## src/rtl/stopwatch_ctrl.sv

```systemverilog
// Stopwatch controller: run/pause/lap/clear FSM driving a prescaled
// hundredths/seconds/minutes cascade with lap freeze and sticky overflow.
module stopwatch_ctrl #(
  parameter int unsigned DIV_MOD = 8'd10,
  parameter int unsigned CS_MOD  = 100,
  parameter int unsigned SEC_MOD = 60,
  parameter int unsigned MIN_MOD = 60
) (
  input  logic                       clk,
  input  logic                       rst,
  input  logic                       btn_start,
  input  logic                       btn_lap,
  input  logic                       btn_clear,
  output logic                       running,
  output logic                       frozen,
  output logic [$clog2(CS_MOD)-1:0]  cs,
  output logic [$clog2(SEC_MOD)-1:0] sec,
  output logic [$clog2(MIN_MOD)-1:0] min,
  output logic                       overflow,
  output logic [1:0]                 o_dbg_state
);

  localparam int unsigned PW   = $clog2(DIV_MOD);
  localparam int unsigned CS_W = $clog2(CS_MOD);
  localparam int unsigned S_W  = $clog2(SEC_MOD);
  localparam int unsigned M_W  = $clog2(MIN_MOD);

  localparam logic [PW-1:0]   PRESC_MAX = PW'(DIV_MOD - 1);
  localparam logic [CS_W-1:0] CS_MAX    = CS_W'(CS_MOD - 1);
  localparam logic [S_W-1:0]  SEC_MAX   = S_W'(SEC_MOD - 1);
  localparam logic [M_W-1:0]  MIN_MAX   = M_W'(MIN_MOD - 1);

  typedef enum logic [1:0] {
    S_IDLE  = 2'd0,
    S_RUN   = 2'd1,
    S_PAUSE = 2'd2,
    S_LAP   = 2'd3
  } state_t;

  state_t          r_state;
  logic            r_running;
  logic            r_frozen;
  logic            r_overflow;
  logic [PW-1:0]   r_presc;
  logic [CS_W-1:0] r_cs;
  logic [S_W-1:0]  r_sec;
  logic [M_W-1:0]  r_min;
  logic [CS_W-1:0] r_frz_cs;
  logic [S_W-1:0]  r_frz_sec;
  logic [M_W-1:0]  r_frz_min;

  state_t w_next;
  logic   w_do_clear;
  logic   w_do_capture;
  logic   w_counting;
  logic   w_tick;

  assign w_counting = (r_state == S_RUN) || (r_state == S_LAP);
  assign w_tick     = w_counting && (r_presc == PRESC_MAX);

  // Buttons are single-cycle pulses; within a state the first legal button
  // in clear > start > lap order wins and the rest are dropped.
  always_comb begin
    w_next       = r_state;
    w_do_clear   = 1'b0;
    w_do_capture = 1'b0;
    case (r_state)
      S_IDLE: begin
        if (btn_start) w_next = S_RUN;
      end
      S_RUN: begin
        if (btn_start) begin
          w_next = S_PAUSE;
        end else if (btn_lap) begin
          w_next       = S_LAP;
          w_do_capture = 1'b1;
        end
      end
      S_LAP: begin
        if (btn_start)    w_next = S_PAUSE;
        else if (btn_lap) w_next = S_RUN;
      end
      S_PAUSE: begin
        if (btn_clear) begin
          w_next     = S_IDLE;
          w_do_clear = 1'b1;
        end else if (btn_start) begin
          w_next = S_RUN;
        end
      end
      default: w_next = S_IDLE;
    endcase
  end

  always_ff @(posedge clk) begin
    if (rst) begin
      r_state    <= S_IDLE;
      r_running  <= 1'b0;
      r_frozen   <= 1'b0;
      r_overflow <= 1'b0;
      r_presc    <= '0;
      r_cs       <= '0;
      r_sec      <= '0;
      r_min      <= '0;
      r_frz_cs   <= '0;
      r_frz_sec  <= '0;
      r_frz_min  <= '0;
    end else begin
      r_state   <= w_next;
      r_running <= (w_next == S_RUN) || (w_next == S_LAP);
      r_frozen  <= (w_next == S_LAP);
      if (w_do_clear) begin
        r_overflow <= 1'b0;
        r_presc    <= '0;
        r_cs       <= '0;
        r_sec      <= '0;
        r_min      <= '0;
        r_frz_cs   <= '0;
        r_frz_sec  <= '0;
        r_frz_min  <= '0;
      end else begin
        if (w_counting) begin
          r_presc <= w_tick ? '0 : r_presc + 1'b1;
        end
        // Cascade: a full-scale wrap leaves every field at zero and flags it.
        if (w_tick) begin
          if (r_cs == CS_MAX) begin
            r_cs <= '0;
            if (r_sec == SEC_MAX) begin
              r_sec <= '0;
              if (r_min == MIN_MAX) begin
                r_min      <= '0;
                r_overflow <= 1'b1;
              end else begin
                r_min <= r_min + 1'b1;
              end
            end else begin
              r_sec <= r_sec + 1'b1;
            end
          end else begin
            r_cs <= r_cs + 1'b1;
          end
        end
        if (w_do_capture) begin
          r_frz_cs  <= r_cs;
          r_frz_sec <= r_sec;
          r_frz_min <= r_min;
        end
      end
    end
  end

  assign running     = r_running;
  assign frozen      = r_frozen;
  assign overflow    = r_overflow;
  assign cs          = r_frozen ? r_frz_cs  : r_cs;
  assign sec         = r_frozen ? r_frz_sec : r_sec;
  assign min         = r_frozen ? r_frz_min : r_min;
  assign o_dbg_state = r_state;

endmodule

```

## config.mk

```make
export PLATFORM = sky130hd
export DESIGN_NAME = stopwatch_ctrl
export DESIGN_NICKNAME = d
export VERILOG_FILES = /design/src/rtl/stopwatch_ctrl.sv
export SDC_FILE = /design/constraint.sdc
export NUM_CORES = 1
export LEC_CHECK = 0
export CAP_MARGIN = 40
export CORE_MARGIN = 2
export CORE_UTILIZATION = 40
export CTS_BUF_LIST = sky130_fd_sc_hd__clkbuf_4 sky130_fd_sc_hd__clkbuf_8
export DETAILED_ROUTE_END_ITERATION = 10
export SETUP_SLACK_MARGIN = 0.05
export SLEW_MARGIN = 10
export SYNTH_ARGS = -nofsm -noshare
export SYNTH_HDL_FRONTEND = slang
export SYNTH_SLANG_ARGS = --single-unit
```

## constraint.sdc

```tcl
create_clock -name clk -period 1.8 [get_ports clk]
set_clock_uncertainty 0.15 [all_clocks]
set_input_delay 0.18 -clock clk [delete_from_list [all_inputs] [get_ports clk]]
set_output_delay 0.18 -clock clk [all_outputs]
set_load 0.02 [all_outputs]
```

==> summary.md <==
| Metric | Value |
|---|---|
| Status | finished, final reports clean |
| Async SR Flop Fraction | 0% |
| Worst hold path depth | 2 |
| Rel. slew slack | between 80% and 90% |
| Root Driver | clkbuf_8 |
| Final setup margin | between 15 and 20 ps |
| Post-Syn Nets | 267 |
| Ratio of final minimum period to clock period | 99.1% |
| Final setup viols | 0 |
| Multiplexer area fraction after synthesis | 11.3% |
| Critical path peak fanout | 4 |
| Max_cap viols | 0 |
| Core area | 5470 µm² |
| Post-Synth Adder-Cell Area | between 2 and 3% |
| Share of cells above drive strength 1 | 35.5% |
| Synth top cells by count | nand2_1, dfxtp_1, a21oi_1, mux2_2, nor2_1 |
| Detailed Route Iter0 Violations | 78 |
| Clock latency on the worst-skew pair | approximately 300 ps |
| Main combinational cell family by area after synthesis | simple AND/OR/NAND/NOR gates |
| Hold_ws | around 300 ps |
| Simple-gate share of the synthesized area | around a quarter |
| Synth Flop Type | dfxtp_1 |
| Startpoint class of the critical path | register |
| Worst vdd ir | about 440 µV |
| Ant diodes | 0 |
| Most frequent cell after synthesis | nand2_1 |
| Final nets | approximately 330 |
| All-Layer GR Usage | between 10% and 20% |
| Final Instance Area | approximately 3000 µm² |
| DP Area | approximately 2800 µm² |
| Grt met1 use | 22.9% |
| Met3 Usage GRT | under 10% |
| Pre-CTS setup slack | -7.29 ps |
| Mapped Area | 2250 µm² |
| Clock Sinks | 47 |
| Fin util | a little over half |
| Gr busiest metal | met2 |
| Critical path endpoint category | register |
| DIE AREA | between 6000 and 7000 µm² |
| Worst-Margin Slew | around 290 ps |
| RSZ-0062 raised after global routing | yes |
| Fmax achieved | 560 MHz |
| First-pass GRT wire length | 8530 µm |
| Ys Warns | 0 |
| Hold Path Class | register to register |
| Hold-fix buffers at CTS | 0 |
| Critical path class | register to register |
| I/O pin cnt | 29 |
| CTS tree | done |
| Mapped Cells | 257 |
| Top-area cell type share of the netlist area | 41.8% |
| Routed WL | between 5000 and 6000 µm |
| FP Rows | 27 |
| Area grow syn2layout | 31.4% |
| Leakage | between 0.001 and 0.0015 µW |
| Initial antenna violation count | 0 |
| Global route overflow | 0 |
| Num CTS Buffers | 5 |
| Die height | just under 80 µm |
| Post-DP HPWL | around 3600 µm |
| Worst-path clk slew | about 90 ps |
| Setup_tns | 0 ps |
| Drc violations | 0 |
| Htree depth | 2 |
| Die Wd | between 70 and 80 µm |
| Routed Antenna Nets | 0 |
| Routed vias/inst | between 5 and 6 |
| Starting Density | about two fifths |
| EDFF count, synth | 0 |
| Final Hold Viols | 0 |
| Via count | 1,963 |
| Drt wl/cell | ~13 µm |
| WP data required | ~1900 ps |
| Min Tclk post-route | roughly 1800 ps |
| Ranking of synthesized cells by area | dfxtp_1, mux2_2, nand2_1, a21oi_1, xor2_1 |
| Dominant cell type by area after synthesis | dfxtp_1 |
| DR pass1 iterations | 4 |
| CP arrival | 1880 ps |
| CTS Buffer Depth | 2 |
| Pins Over Slew Limit | 0 |
| Seq/Total Area, Yosys | a little over two fifths |
| Pwr dens | between 600 and 700 nW/µm² |
| Mapped Avg Cell Area | roughly 8.8 µm² |
| Grt met2 use | between 20% and 30% |
| Largest net degree at the start of global routing | 29 |
| Port buffer count | 28 |
| Distinct cells, synth | 43 |
| Synth Area in Compound Gates | a little under an eighth |
| Synth Area in XOR/XNOR | between 4 and 5% |
| Seq cells post-synth | 47 |
| Gpl congestion | between 0.7 and 0.8 |
| Vias in the first global route | 1,841 |
| R2R cell count | 7 |
## cell type report
| class | count | area [µm²] |
|---|---|---|
| timing repair buffer | 68 | 524 |
| multi-input combinational | 193 | 1290 |
| clock inverter | 3 | 20.0 |
| sequential | 47 | 952 |
| clock buffer | 5 | 68.8 |
| tap | 72 | 90.1 |
| fill | 550 | 2520 |
| inverter | 2 | 7.51 |
## worst max-delay path, stage by stage (launching register included)
cell and delay, ps:
dfxtp_2 330, inv_2 60, ha_4 110, and4b_2 290, buf_6 120, nand4_4 70, or4_1 470, a21oi_1 120
## cell usage in the layout, fill, tap and decap left out, types with 8 or more instances in the layout
cell type and count:
dfxtp_1 40, buf_4 33, a21oi_1 28, xor2_1 8, nand2_1 51, buf_2 18
o21ai_0 9, mux2_2 19, nor2_1 14, nor3_1 10
## state kept, by name (all words and copies together), names as in the netlist
name,count
overflow,1
r_min,6
r_frz_min,6
running,1
r_sec,6
r_cs,7
r_frz_cs,7
frozen,1
r_frz_sec,6
r_presc,4
o_dbg_state,2
## metal layers
| layer | up-vias | routed length (µm) |
|---|---|---|
| met5 | - | 0 |
| met4 | 0 | 54 |
| met3 | 5 | 140 |
| met2 | 29 | 2420 |
| met1 | 918 | 2540 |
| li1 | 1011 | - |
## through the flow
| stage | std cells | total power [µW] |
|---|---|---|
| CTS | 386 | 1880 |
| global placement | 377 | 1240 |
| finish | 390 | 1860 |
| detailed placement | 377 | 1240 |
| global route | 390 | 1950 |
| floorplan | 257 | 1160 |
## worst paths after layout
check | from | endpoint | slack [ps]
min | r_frz_sec[5] | r_frz_sec[5] | 310
min reg2reg | r_frz_sec[5] | r_frz_sec[5] | 310
max reg2reg | r_presc[1] | r_min[5] | 20
max | r_presc[1] | r_min[5] | 20
## cells by family (layout without fill, tap and decap cells)
family                   Yosys count  after routing
AO/OA/AOI/OAI                     47             47
XOR/XNOR                          11             11
adder cells (fa/ha/maj)            5              5
buffers and inverters             17             78
flip-flops                        47             47
multiplexers                      23             23
AND/OR/NAND/NOR                  107            107
## repair_timing
item	in CTS	in global routing
pin swaps	2	8
endpoints found under the hold margin	0	0
resized for setup	84	20
setup buffers	0	4
cloned	1	0
setup endpoints to repair	27	11
## report_power, final
group / internal (µW) / switching, µW
sequential: 1050 / 9.22
combinational: 67.9 / 89.3
clock: 271 / 369
total: 1390 / 468
Power figures use the tool's default switching activity.
